--- src/rtl/agc_sat_monitor_if.sv ---
// Bus bundle between the AGC sample stream / control software and the saturation monitor.
// master drives samples and control pulses; slave returns status and window results.
interface agc_sat_monitor_if #(
  parameter int COUNT_BITS = 19
);
  logic [39:0]           dat_i;
  logic                  start_i;
  logic                  abort_i;
  logic                  busy_o;
  logic                  done_o;
  logic [COUNT_BITS-1:0] pos_sat_o;
  logic [COUNT_BITS-1:0] neg_sat_o;
  logic [4:0]            peak_o;

  modport master (
    output dat_i, start_i, abort_i,
    input  busy_o, done_o, pos_sat_o, neg_sat_o, peak_o
  );

  modport slave (
    input  dat_i, start_i, abort_i,
    output busy_o, done_o, pos_sat_o, neg_sat_o, peak_o
  );
endinterface

--- src/rtl/agc_sat_monitor.sv ---
// Windowed full-scale counter and peak-magnitude tracker for the 8-lane, 5-bit AGC output.
// Three tagged pipeline stages (flags, per-cycle reduce, accumulate); results held between windows.
module agc_sat_monitor #(
  parameter int WINDOW_CLOCKS = 32768,
  parameter int COUNT_BITS    = 19
) (
  input logic              aclk,
  input logic              aresetn,
  agc_sat_monitor_if.slave bus
);
  localparam int NSAMP = 8;
  localparam int CW = (WINDOW_CLOCKS > 1) ? $clog2(WINDOW_CLOCKS) : 1;
  localparam logic [CW-1:0] CNT_LAST = CW'(WINDOW_CLOCKS - 1);

  typedef enum logic [1:0] {IDLE, RUN, DRAIN} state_t;

  state_t                      state_q, state_d;
  logic [CW-1:0]               cnt_q, cnt_d;

  logic                        a_vld_q, a_vld_d;
  logic                        a_last_q, a_last_d;
  logic [NSAMP-1:0]            a_pos_q, a_pos_d;
  logic [NSAMP-1:0]            a_neg_q, a_neg_d;
  logic [NSAMP-1:0][4:0]       a_mag_q, a_mag_d;

  logic                        b_vld_q, b_vld_d;
  logic                        b_last_q, b_last_d;
  logic [3:0]                  b_pos_q, b_pos_d;
  logic [3:0]                  b_neg_q, b_neg_d;
  logic [4:0]                  b_peak_q, b_peak_d;

  logic [COUNT_BITS-1:0]       acc_pos_q, acc_pos_d;
  logic [COUNT_BITS-1:0]       acc_neg_q, acc_neg_d;
  logic [4:0]                  acc_peak_q, acc_peak_d;

  logic [COUNT_BITS-1:0]       res_pos_q, res_pos_d;
  logic [COUNT_BITS-1:0]       res_neg_q, res_neg_d;
  logic [4:0]                  res_peak_q, res_peak_d;
  logic                        done_q, done_d;

  logic [NSAMP-1:0]            lane_pos, lane_neg;
  logic [NSAMP-1:0][4:0]       lane_mag;

  // |x| of -16 is 16, which still fits the 5-bit unsigned magnitude.
  for (genvar gi = 0; gi < NSAMP; gi++) begin : g_lane
    logic [4:0] raw;
    assign raw          = bus.dat_i[5*gi +: 5];
    assign lane_pos[gi] = (raw == 5'b01111);
    assign lane_neg[gi] = (raw == 5'b10000);
    assign lane_mag[gi] = raw[4] ? (~raw + 5'd1) : raw;
  end

  logic [3:0]            pos_pop, neg_pop;
  logic [4:0]            mag_max;
  logic [COUNT_BITS:0]   pos_sum, neg_sum;
  logic [COUNT_BITS-1:0] pos_acc_nx, neg_acc_nx;
  logic [4:0]            peak_acc_nx;

  always_comb begin
    pos_pop = '0;
    neg_pop = '0;
    mag_max = '0;
    for (int i = 0; i < NSAMP; i++) begin
      pos_pop = pos_pop + {3'b000, a_pos_q[i]};
      neg_pop = neg_pop + {3'b000, a_neg_q[i]};
      if (a_mag_q[i] > mag_max) mag_max = a_mag_q[i];
    end
  end

  // Saturating accumulate: clip at all-ones rather than wrap.
  always_comb begin
    pos_sum     = {1'b0, acc_pos_q} + (COUNT_BITS+1)'(b_pos_q);
    neg_sum     = {1'b0, acc_neg_q} + (COUNT_BITS+1)'(b_neg_q);
    pos_acc_nx  = pos_sum[COUNT_BITS] ? '1 : pos_sum[COUNT_BITS-1:0];
    neg_acc_nx  = neg_sum[COUNT_BITS] ? '1 : neg_sum[COUNT_BITS-1:0];
    peak_acc_nx = (b_peak_q > acc_peak_q) ? b_peak_q : acc_peak_q;
  end

  always_comb begin
    state_d    = state_q;
    cnt_d      = cnt_q;
    a_vld_d    = (state_q == RUN);
    a_last_d   = (state_q == RUN) && (cnt_q == CNT_LAST);
    a_pos_d    = lane_pos;
    a_neg_d    = lane_neg;
    a_mag_d    = lane_mag;
    b_vld_d    = a_vld_q;
    b_last_d   = a_vld_q && a_last_q;
    b_pos_d    = pos_pop;
    b_neg_d    = neg_pop;
    b_peak_d   = mag_max;
    acc_pos_d  = acc_pos_q;
    acc_neg_d  = acc_neg_q;
    acc_peak_d = acc_peak_q;
    res_pos_d  = res_pos_q;
    res_neg_d  = res_neg_q;
    res_peak_d = res_peak_q;
    done_d     = 1'b0;

    if (b_vld_q) begin
      acc_pos_d  = pos_acc_nx;
      acc_neg_d  = neg_acc_nx;
      acc_peak_d = peak_acc_nx;
      if (b_last_q) begin
        res_pos_d  = pos_acc_nx;
        res_neg_d  = neg_acc_nx;
        res_peak_d = peak_acc_nx;
        done_d     = 1'b1;
      end
    end

    case (state_q)
      RUN: begin
        if (cnt_q == CNT_LAST) state_d = DRAIN;
        else                   cnt_d   = cnt_q + CW'(1);
      end
      DRAIN: begin
        if (b_vld_q && b_last_q) state_d = IDLE;
      end
      default: ;
    endcase

    // A start always wins: the window in flight is dropped without publishing.
    if (bus.start_i) begin
      state_d    = RUN;
      cnt_d      = '0;
      a_vld_d    = 1'b0;
      b_vld_d    = 1'b0;
      acc_pos_d  = '0;
      acc_neg_d  = '0;
      acc_peak_d = '0;
      res_pos_d  = res_pos_q;
      res_neg_d  = res_neg_q;
      res_peak_d = res_peak_q;
      done_d     = 1'b0;
    end else if (bus.abort_i && (state_q != IDLE)) begin
      state_d    = IDLE;
      cnt_d      = '0;
      a_vld_d    = 1'b0;
      b_vld_d    = 1'b0;
      res_pos_d  = res_pos_q;
      res_neg_d  = res_neg_q;
      res_peak_d = res_peak_q;
      done_d     = 1'b0;
    end
  end

  always_ff @(posedge aclk or negedge aresetn) begin
    if (!aresetn) begin
      state_q    <= IDLE;
      cnt_q      <= '0;
      a_vld_q    <= 1'b0;
      a_last_q   <= 1'b0;
      a_pos_q    <= '0;
      a_neg_q    <= '0;
      a_mag_q    <= '0;
      b_vld_q    <= 1'b0;
      b_last_q   <= 1'b0;
      b_pos_q    <= '0;
      b_neg_q    <= '0;
      b_peak_q   <= '0;
      acc_pos_q  <= '0;
      acc_neg_q  <= '0;
      acc_peak_q <= '0;
      res_pos_q  <= '0;
      res_neg_q  <= '0;
      res_peak_q <= '0;
      done_q     <= 1'b0;
    end else begin
      state_q    <= state_d;
      cnt_q      <= cnt_d;
      a_vld_q    <= a_vld_d;
      a_last_q   <= a_last_d;
      a_pos_q    <= a_pos_d;
      a_neg_q    <= a_neg_d;
      a_mag_q    <= a_mag_d;
      b_vld_q    <= b_vld_d;
      b_last_q   <= b_last_d;
      b_pos_q    <= b_pos_d;
      b_neg_q    <= b_neg_d;
      b_peak_q   <= b_peak_d;
      acc_pos_q  <= acc_pos_d;
      acc_neg_q  <= acc_neg_d;
      acc_peak_q <= acc_peak_d;
      res_pos_q  <= res_pos_d;
      res_neg_q  <= res_neg_d;
      res_peak_q <= res_peak_d;
      done_q     <= done_d;
    end
  end

  assign bus.busy_o    = (state_q != IDLE);
  assign bus.done_o    = done_q;
  assign bus.pos_sat_o = res_pos_q;
  assign bus.neg_sat_o = res_neg_q;
  assign bus.peak_o    = res_peak_q;
endmodule

--- src/flat_wrapper.sv ---
// flat-port wrapper written by rule: the top's interface ports become plain ports
module agc_sat_monitor_flat 
#(
  parameter int WINDOW_CLOCKS = 32768,
  parameter int COUNT_BITS    = 19
)
  (aclk, aresetn, bus_dat_i, bus_start_i, bus_abort_i, bus_busy_o, bus_done_o, bus_pos_sat_o, bus_neg_sat_o, bus_peak_o);
  agc_sat_monitor_if #(.COUNT_BITS(COUNT_BITS)) bus_i ();
  input logic aclk;
  input logic aresetn;
  input wire logic [$bits(bus_i.dat_i)-1:0] bus_dat_i;
  input wire logic [$bits(bus_i.start_i)-1:0] bus_start_i;
  input wire logic [$bits(bus_i.abort_i)-1:0] bus_abort_i;
  output wire logic [$bits(bus_i.busy_o)-1:0] bus_busy_o;
  output wire logic [$bits(bus_i.done_o)-1:0] bus_done_o;
  output wire logic [$bits(bus_i.pos_sat_o)-1:0] bus_pos_sat_o;
  output wire logic [$bits(bus_i.neg_sat_o)-1:0] bus_neg_sat_o;
  output wire logic [$bits(bus_i.peak_o)-1:0] bus_peak_o;
  assign bus_i.dat_i = bus_dat_i;
  assign bus_i.start_i = bus_start_i;
  assign bus_i.abort_i = bus_abort_i;
  assign bus_busy_o = bus_i.busy_o;
  assign bus_done_o = bus_i.done_o;
  assign bus_pos_sat_o = bus_i.pos_sat_o;
  assign bus_neg_sat_o = bus_i.neg_sat_o;
  assign bus_peak_o = bus_i.peak_o;
  agc_sat_monitor #(.WINDOW_CLOCKS(WINDOW_CLOCKS), .COUNT_BITS(COUNT_BITS)) u_core (.aclk(aclk), .aresetn(aresetn), .bus(bus_i));
endmodule
--- config.mk ---
export PLATFORM = sky130hd
export DESIGN_NAME = agc_sat_monitor_flat
export DESIGN_NICKNAME = d
export VERILOG_FILES = /design/src/rtl/agc_sat_monitor_if.sv /design/src/rtl/agc_sat_monitor.sv /design/src/flat_wrapper.sv
export SDC_FILE = /design/constraint.sdc
export NUM_CORES = 1
export LEC_CHECK = 0
export CAP_MARGIN = 20
export CORE_UTILIZATION = 50
export CTS_CLUSTER_SIZE = 12
export DETAILED_ROUTE_END_ITERATION = 8
export PLACE_DENSITY_LB_ADDON = 0.25
export SYNTH_ARGS = -nofsm -noshare
export SYNTH_HDL_FRONTEND = slang
export SYNTH_SLANG_ARGS = --single-unit
--- constraint.sdc ---
create_clock -name aclk -period 29.7 [get_ports aclk]
set_input_delay 4.455 -clock aclk [delete_from_list [all_inputs] [get_ports aclk]]
set_output_delay 4.455 -clock aclk [all_outputs]
set_load 0.02 [all_outputs]
==> flow_metrics.env, run 1 <==
export IMPL_status="completed"
export IMPL_drtAntennaViolNets=0
export IMPL_gp_congestion=0.850
export IMPL_coreArea_mm2=0.0188
export IMPL_drive_above_1_share_pct=5.34
export IMPL_syn_nets=1105
export IMPL_vias_per_cell=5.47
export IMPL_synth_area_leaders="dfrtp_1, ha_1, xnor2_1"
export IMPL_stdcell_area_mm2=0.0113
export IMPL_p_leak_nw=5.08
export IMPL_die_y_um=141
export IMPL_setup_violations=0
export IMPL_clock_sinks=169
export IMPL_clkTransAtPathRegs_ps=60
export IMPL_max_clock_path_buffers=2
export IMPL_antenna_found_initial=0
export IMPL_crit_path_max_fanout=16
export IMPL_final_nets=1181
export IMPL_grt_max_degree=104
export IMPL_relSlewSlack_pct=36.0
export IMPL_yosysTopAreaCell="dfrtp_1"
export IMPL_drt_total_wl_mm=18.9
export IMPL_critPathMaxStageDelay_ps=590
export IMPL_synth_edff_count=0
export IMPL_dpl_hpwl_mm=13.5
export IMPL_port_buffers=88
export IMPL_worstSetupEndpointType="flop"
export IMPL_syn_inst=980
export IMPL_postCtsResizedCells=0
export IMPL_hp_class="flop to flop"
export IMPL_worst_pin_slew_ps=957
export IMPL_grt_pass1_vias=6874
export IMPL_grt_total_usage_pct=20.4
export IMPL_initial_core_util_pct=51.3
export IMPL_ys_ff_latch=169
export IMPL_max_freq_ghz=0.0882
export IMPL_maxSlewViolCount=0
export IMPL_clk_latency_ps=430
export IMPL_netlist_area_leader_share_pct=43.8
export IMPL_area_growth_pct=16.8
export IMPL_timing_hold_violations_final=0
export IMPL_skew_ps=9.18
export IMPL_synth_ff_type="dfrtp_1"
export IMPL_grt_first_pass_wirelength_mm=32.3
export IMPL_overflow=0
export IMPL_pin_count=89
export IMPL_cp_start_kind="flop"
export IMPL_async_flop_share_pct=100
export IMPL_drtPass1Iterations=5
export IMPL_fin_crit_sh_pct=38.2
export IMPL_yosysWarnings=0
export IMPL_cts_tree="yes"
export IMPL_crit_path_frequent_cell="ha_1"
export IMPL_diodes=0
export IMPL_drt_iter0_markers=405
export IMPL_peakVddDrop_mv=0.0639
export IMPL_rsz0062_at_grt="false"
export IMPL_placed_cell_area_mm2=0.0108
export IMPL_post_route_min_period_ps=11340
export IMPL_rows=50
export IMPL_vias=7260
export IMPL_required_ps=29980
export IMPL_die_w_um=141
export IMPL_powerDensity_mw_per_mm2=72.4
export IMPL_regToRegSetupSlack_ps=18360
export IMPL_cp_slowest_cell="o21bai_1"
export IMPL_nFillCells=1622
export IMPL_cp_arrival_ps=11620
export IMPL_hold_buffers=0
export IMPL_cts_buffers=17
export IMPL_max_cap_viol_count=0
export IMPL_route_detailed_drc=0
export IMPL_htreeDepth=4
export IMPL_root_buffer="clkbuf_16"
export IMPL_syn_area_mm2=0.00966
export IMPL_syn_avg_cell_area_um2=9.86
export IMPL_wl_per_cell_um=14.2
export IMPL_yosys_top_cells_count="dfrtp_1, nor2_1, inv_1"
export IMPL_finalSetupTns_ps=0
export IMPL_yosysUniqueCellTypes=59
export IMPL_yosysSeqAreaShare_pct=43.8
export IMPL_dieArea_mm2=0.0199
export IMPL_post_cts_setup_buffers=0
export IMPL_yosysMostFrequentCell="dfrtp_1"
export IMPL_critical_path_class="flop to flop"
==> per-stage QoR <==
| step | hold WS (ps) | std cells | power, mW | setup WS, ps | util (%) |
|---|---|---|---|---|---|
| 6_report | 469 | 1328 | 0.817 | 18360 | 59.9 |
| 5_1_grt | 504 | 1328 | 0.882 | 17780 | 59.9 |
| 4_1_cts | 477 | 1328 | 0.819 | 18550 | 59.9 |
| 3_5_place_dp | 455 | 1297 | 0.614 | 18640 | 57.1 |
| 3_3_place_gp | 435 | 1297 | 0.604 | 18930 | 57.1 |
| 2_1_floorplan | 428 | 980 | 0.539 | 19410 | - |
==> registers in the layout, summed over array words and instances (netlist names) <==
name and count:
u_core.a_neg_q 7, u_core.acc_peak_q 5, u_core.acc_neg_q 19, u_core.b_vld_q 1, u_core.bus.done_o 1, u_core.a_mag_q 33, u_core.b_last_q 1, u_core.acc_pos_q 19
u_core.b_peak_q 5, u_core.cnt_q 15, u_core.bus.neg_sat_o 19, u_core.bus.pos_sat_o 19, u_core.b_neg_q 4, u_core.a_pos_q 8, u_core.state_q 2, u_core.bus.peak_o 5
u_core.a_last_q 1, u_core.a_vld_q 1, u_core.b_pos_q 4
==> per-layer routing <==
metal  up-vias  global-route usage (%)  part of all wire [%]
met2       179                    33.2                    47
met3        25                    3.97                   3.4
met4         0                    7.55                   1.8
li1       3619                       -                     -
met1      3437                    27.0                    48
met5         -                       0                     0
==> report_power, final <==
group	total, mW	internal [mW]	switching [mW]
Sequential	0.250	0.243	0.00754
Combinational	0.364	0.160	0.204
Clock	0.203	0.117	0.0865
==> cells in the final DEF (no fill, tap or decap), drive strengths merged, types with 9 or more instances in the layout <==
cell / n
nor2b: 14
o21ai: 42
o21a: 14
a21o: 11
a311oi: 25
fa: 10
nor2: 101
inv: 82
a21oi: 49
nand2b: 16
and2: 12
a31oi: 21
mux2i: 17
clkbuf: 23
nand4: 12
a211oi: 20
xor2: 16
and4b: 9
nand3: 20
dfrtp: 169
xnor2: 43
and3: 20
ha: 71
nand2: 61
o31ai: 13
clkdlybuf4s50: 87
and4: 10
==> cell families (layout without fill, tap and decap cells) <==
family | after synthesis | after routing | synth area share (%)
compound gates | 220 | 220 | 15.4
mux | 25 | 25 | 2.69
fa+ha+maj | 81 | 81 | 11.3
simple gates | 307 | 307 | 16.7
flops | 169 | 169 | 43.8
buf+inv | 119 | 207 | 4.85
xor+xnor | 59 | 59 | 5.35
==> worst max-delay path: cells and delay by family (launching register included) <==
kind                       cells  cell delay (ps)
AOI/OAI and AO/OA             24             6000
muxes                          3             1190
buffers and inverters          3              350
adders and majority gates      7             2150
and+or+nand+nor               10             1110
DFF                            1              370
==> path summary, 6_finish.rpt <==
path                                             startpoint                                   to  cells after the start
worst max-delay path            u_core.a_neg_q[0]$_DFF_PN0_         u_core.b_peak_q[0]$_DFF_PN0_                     47
worst min-delay path              u_core.a_last_q$_DFF_PN0_            u_core.b_last_q$_DFF_PN0_                      1
worst max register to register  u_core.a_neg_q[0]$_DFF_PN0_         u_core.b_peak_q[0]$_DFF_PN0_                     47
worst min register to register    u_core.a_last_q$_DFF_PN0_            u_core.b_last_q$_DFF_PN0_                      1
max in group asynchronous                           aresetn      u_core.acc_neg_q[3]$_DFFE_PN0P_                      2
min in group asynchronous                           aresetn  u_core.bus.pos_sat_o[7]$_DFFE_PN0P_                      1
==> final cells by class <==
cell class	instances	area [µm²]	area share, %
Timing Repair Buffer	94	927	8.21
Multi-Input combinational cell	692	4970	44.0
Sequential cell	169	4230	37.5
Clock inverter	8	73.8	0.654
Inverter	82	308	2.73
Clock buffer	23	458	4.06
Tap cell	260	325	2.88
Note: power is estimated with default switching activity, not from simulation.
==> inputs of run 2 (changes only) <==
==> constraint.sdc (replaced) <==
create_clock -name aclk -period 11.8 [get_ports aclk]
set_input_delay 1.77 -clock aclk [delete_from_list [all_inputs] [get_ports aclk]]
set_output_delay 1.77 -clock aclk [all_outputs]
set_load 0.02 [all_outputs]
==> flow_metrics.env, run 2 (synthesis gave the netlist of run 1 again) <==
export IMPL_hold_buffers=0
export IMPL_cts_tree="yes"
export IMPL_final_core_util_pct=60.4
export IMPL_net_switching_power_mw=0.752
export IMPL_whs_ps=450
export IMPL_layout_setup_ws_ps=737
export IMPL_antenna_found_initial=0
export IMPL_largest_reg_flops=33
export IMPL_p_leak_nw=5.13
export IMPL_overflow=0
export IMPL_final_nets=1181
export IMPL_wl_per_cell_um=14.2
export IMPL_grt_max_degree=98
export IMPL_stdcell_area_mm2=0.0114
export IMPL_fin_crit_sh_pct=93.8
export IMPL_port_buffers=88
export IMPL_crit_path_frequent_cell="ha_1"
export IMPL_dp_cells=1297
export IMPL_dieArea_mm2=0.0199
export IMPL_skew_ps=7.02
export IMPL_worstSetupEndpointType="flop"
export IMPL_finalPower_mw=2.13
export IMPL_p_comb_share_pct=43.4
export IMPL_internal_power_mw=1.38
export IMPL_grt_first_pass_wirelength_mm=32.2
export IMPL_status="completed"
export IMPL_worst_pin_slew_ps=909
export IMPL_timing_hold_violations_final=0
export IMPL_hp_class="flop to flop"
export IMPL_dpl_hpwl_mm=13.3
export IMPL_setup_violations=0
export IMPL_rows=50
export IMPL_clk_latency_ps=430
export IMPL_rsz0062_at_grt="false"
export IMPL_vias=7242
export IMPL_diodes=0
export IMPL_required_ps=12090
export IMPL_drtPass1Iterations=5
export IMPL_final_cell_mix="dfrtp_1, nor2_1, clkdlybuf4s50_1"
export IMPL_cp_start_kind="flop"
export IMPL_initial_core_util_pct=51.3
export IMPL_root_buffer="clkbuf_16"
export IMPL_cp_arrival_ps=11360
export IMPL_clock_sinks=169
export IMPL_pin_count=89
export IMPL_max_freq_ghz=0.0904
export IMPL_drt_total_wl_mm=18.8
export IMPL_post_route_min_period_ps=11060
export IMPL_vias_per_cell=5.46
export IMPL_r2r_cells=47
export IMPL_coreArea_mm2=0.0188
export IMPL_grt_pass1_vias=6861
export IMPL_max_cap_viol_count=0
export IMPL_max_clock_path_buffers=2
export IMPL_area_growth_pct=17.7
export IMPL_clkTransAtPathRegs_ps=60
export IMPL_gp_congestion=0.866
export IMPL_drive_above_1_share_pct=5.81
export IMPL_maxSlewViolCount=0
export IMPL_finalNonFillerCells=1327
export IMPL_seqPwrFrac_pct=29.5
export IMPL_regMostFlops="u_core.a_mag_q"
export IMPL_critical_path_class="flop to flop"
export IMPL_post_cts_setup_buffers=0
export IMPL_drtAntennaViolNets=0
export IMPL_p_clk_share_pct=27.1
export IMPL_pre_cts_slack_ps=511
export IMPL_peakVddDrop_mv=0.169
export IMPL_placed_cell_area_mm2=0.0108
export IMPL_layout_commonest_cell="dfrtp_1"
export IMPL_finalSetupTns_ps=0
export IMPL_critPathMaxStageDelay_ps=420
export IMPL_htreeDepth=4
export IMPL_die_w_um=141
export IMPL_die_y_um=141
export IMPL_powerDensity_mw_per_mm2=188
export IMPL_switching_share_pct=35.3
export IMPL_cp_slowest_cell="mux2i_1"
export IMPL_route_detailed_drc=0
export IMPL_cts_buffers=17
export IMPL_grt_total_usage_pct=20.3
export IMPL_crit_path_max_fanout=13
export IMPL_drt_iter0_markers=414
export IMPL_holdPathStages=1
export IMPL_relSlewSlack_pct=39.2
run 2: repair_timing:
action,CTS,global route
setup endpoints to repair,0,5
hold endpoints to repair,0,0
gates resized for setup,0,3
run 2: path summary, 6_finish.rpt:
check	startpoint	endpoint	slack [ps]
setup reg to reg	u_core.a_neg_q[0]$_DFF_PN0_	u_core.b_peak_q[0]$_DFF_PN0_	740
hold / removal	u_core.a_last_q$_DFF_PN0_	u_core.b_last_q$_DFF_PN0_	450
max in group asynchronous	aresetn	u_core.acc_neg_q[6]$_DFFE_PN0P_	8970
setup / recovery	u_core.a_neg_q[0]$_DFF_PN0_	u_core.b_peak_q[0]$_DFF_PN0_	740
hold reg to reg	u_core.a_last_q$_DFF_PN0_	u_core.b_last_q$_DFF_PN0_	450
min in group asynchronous	aresetn	u_core.bus.pos_sat_o[5]$_DFFE_PN0P_	1410
run 2: power by group through the flow:
stage	registers [mW]	logic, mW	clock network [mW]
after floorplan	0.634	0.723	0
after global placement	0.639	0.880	0
after detailed placement	0.640	0.906	0
after CTS	0.629	0.912	0.588
after global routing	0.633	1.05	0.614
final	0.630	0.926	0.578
run 2: routing by layer:
layer / part of all wire [%] / up-vias / GRT usage [%]
li1: - / 3613 / -
met1: 47 / 3448 / 26.4
met2: 47 / 156 / 34.0
met3: 3.9 / 25 / 3.77
met4: 1.9 / 0 / 7.15
met5: 0 / - / 0
run 2: final cells by class:
class                           instances  area (µm²)
Clock buffer                           21         460
Clock inverter                          9         148
Fill cell                            1584        7460
Inverter                               82         308
Multi-Input combinational cell        692        4980
Sequential cell                       169        4230
Tap cell                              260         325
Timing Repair Buffer                   94         927
run 2: worst max-delay path: cells and delay by family (launching register included):
kind            cells  cell delay (ps)
compound gates     24             5750
fa+ha+maj           7             2150
buf+inv             3              360
flops               1              370
mux                 3             1160
simple gates       10             1150
==> inputs of run 3 (changes only) <==
--- a/config.mk
+++ b/config.mk
@@ -6,6 +6,7 @@
 export NUM_CORES = 1
 export LEC_CHECK = 0
 export CAP_MARGIN = 20
+export CORE_MARGIN = 2
 export CORE_UTILIZATION = 50
 export CTS_CLUSTER_SIZE = 12
 export DETAILED_ROUTE_END_ITERATION = 8
==> flow_metrics.env, run 3 (synthesis gave the netlist of run 1 again) <==
export IMPL_vias=7192
export IMPL_max_freq_ghz=0.0927
export IMPL_fin_crit_sh_pct=91.4
export IMPL_timing_hold_violations_final=0
export IMPL_grt_pass1_vias=6862
export IMPL_finalPower_mw=2.14
export IMPL_die_w_um=143
export IMPL_drt_total_wl_mm=18.9
export IMPL_layout_commonest_cell="dfrtp_1"
export IMPL_finalSetupTns_ps=0
export IMPL_grt_total_usage_pct=19.5
export IMPL_die_y_um=143
export IMPL_peakVddDrop_mv=0.173
export IMPL_cp_slowest_cell="a221o_1"
export IMPL_worstSetupEndpointType="flop"
export IMPL_drtPass1Iterations=5
export IMPL_grt_first_pass_wirelength_mm=32.0
export IMPL_critical_path_class="flop to flop"
export IMPL_cts_tree="yes"
export IMPL_setup_violations=0
export IMPL_drt_iter0_markers=384
export IMPL_post_route_min_period_ps=10790
export IMPL_hold_buffers=0
export IMPL_port_buffers=88
export IMPL_relSlewSlack_pct=38.7
export IMPL_hp_class="flop to flop"
export IMPL_max_clock_path_buffers=2
export IMPL_maxSlewViolCount=0
export IMPL_overflow=0
export IMPL_clk_latency_ps=430
export IMPL_stdcell_area_mm2=0.0114
export IMPL_rsz0062_at_grt="false"
export IMPL_largest_reg_flops=33
export IMPL_area_growth_pct=18.0
export IMPL_route_detailed_drc=0
export IMPL_root_buffer="clkbuf_16"
export IMPL_diodes=0
export IMPL_drtAntennaViolNets=0
export IMPL_drive_above_1_share_pct=6.54
export IMPL_dieArea_mm2=0.0205
export IMPL_antenna_found_initial=0
export IMPL_placed_cell_area_mm2=0.0108
export IMPL_wl_per_cell_um=14.2
export IMPL_coreArea_mm2=0.0188
export IMPL_gp_congestion=0.856
export IMPL_crit_path_frequent_cell="ha_1"
export IMPL_required_ps=12080
export IMPL_pin_count=89
export IMPL_regMostFlops="u_core.a_mag_q"
export IMPL_worst_pin_slew_ps=916
export IMPL_vias_per_cell=5.41
export IMPL_clkTransAtPathRegs_ps=60
export IMPL_crit_path_max_fanout=13
export IMPL_rows=50
export IMPL_grt_max_degree=63
export IMPL_p_leak_nw=5.14
export IMPL_max_cap_viol_count=0
export IMPL_final_cell_mix="dfrtp_1, nor2_1, clkdlybuf4s50_1"
export IMPL_cts_buffers=17
export IMPL_powerDensity_mw_per_mm2=187
export IMPL_cp_arrival_ps=11080
export IMPL_skew_ps=5.61
export IMPL_initial_core_util_pct=51.3
export IMPL_clock_sinks=169
export IMPL_dpl_hpwl_mm=13.6
export IMPL_critPathMaxStageDelay_ps=420
export IMPL_cp_start_kind="flop"
export IMPL_final_nets=1182
export IMPL_status="completed"
export IMPL_htreeDepth=4
## run 3: per-stage QoR
step / hold slack, ps / setup WS (ps) / instances / util (%)
3_3_place_gp: 435 / 933 / 1298 / 57.2
4_1_cts: 457 / 533 / 1330 / 60.4
5_1_grt: 497 / 82.4 / 1330 / 60.6
2_1_floorplan: 428 / 1510 / 980 / -
3_5_place_dp: 451 / 633 / 1298 / 57.2
6_report: 470 / 1010 / 1330 / 60.6
## run 3: worst max-delay path: cells and delay by family, from the launching register on
kind | cells | cell delay (ps)
DFF | 1 | 400
adders and majority gates | 7 | 2200
muxes | 3 | 1150
buffers and inverters | 2 | 310
and+or+nand+nor | 10 | 1120
AOI/OAI and AO/OA | 25 | 5480
## run 3: layer usage
| metal | track usage [%] | vias up | share of wire (%) |
|---|---|---|---|
| met5 | 0 | - | 0 |
| met1 | 25.6 | 3363 | 47 |
| li1 | - | 3613 | - |
| met2 | 32.7 | 189 | 47 |
| met3 | 3.02 | 27 | 4.3 |
| met4 | 7.30 | 0 | 1.9 |
## run 3: area by class of cell
cell class,count,area (µm²)
fill,1633,7430
multi-input combinational,692,4990
sequential,169,4230
timing repair buffer,95,935
clock buffer,20,467
tap,260,325
inverter,82,308
clock inverter,12,148
## run 3: final timing paths
kind                                                   from                                  end  slack (ps)  cells past startpoint
worst max-delay path            u_core.a_neg_q[1]$_DFF_PN0_         u_core.b_peak_q[0]$_DFF_PN0_        1010                     47
worst min-delay path              u_core.a_last_q$_DFF_PN0_            u_core.b_last_q$_DFF_PN0_         470                      1
worst max register to register  u_core.a_neg_q[1]$_DFF_PN0_         u_core.b_peak_q[0]$_DFF_PN0_        1010                     47
worst min register to register    u_core.a_last_q$_DFF_PN0_            u_core.b_last_q$_DFF_PN0_         470                      1
max in group asynchronous                           aresetn  u_core.bus.neg_sat_o[2]$_DFFE_PN0P_        8730                      3
min in group asynchronous                           aresetn  u_core.bus.pos_sat_o[5]$_DFFE_PN0P_        1280                      1
## run 3: where the power goes
part | switching [mW] | total, mW | internal, mW
clock network | 0.224 | 0.573 | 0.348
registers | 0.0184 | 0.630 | 0.611
logic | 0.521 | 0.934 | 0.412
## run 3: timing repair
action                                  in CTS  in global routing
endpoints found under the setup margin       0                  5
resized for setup                            0                  6
buffers inserted                             0                  0
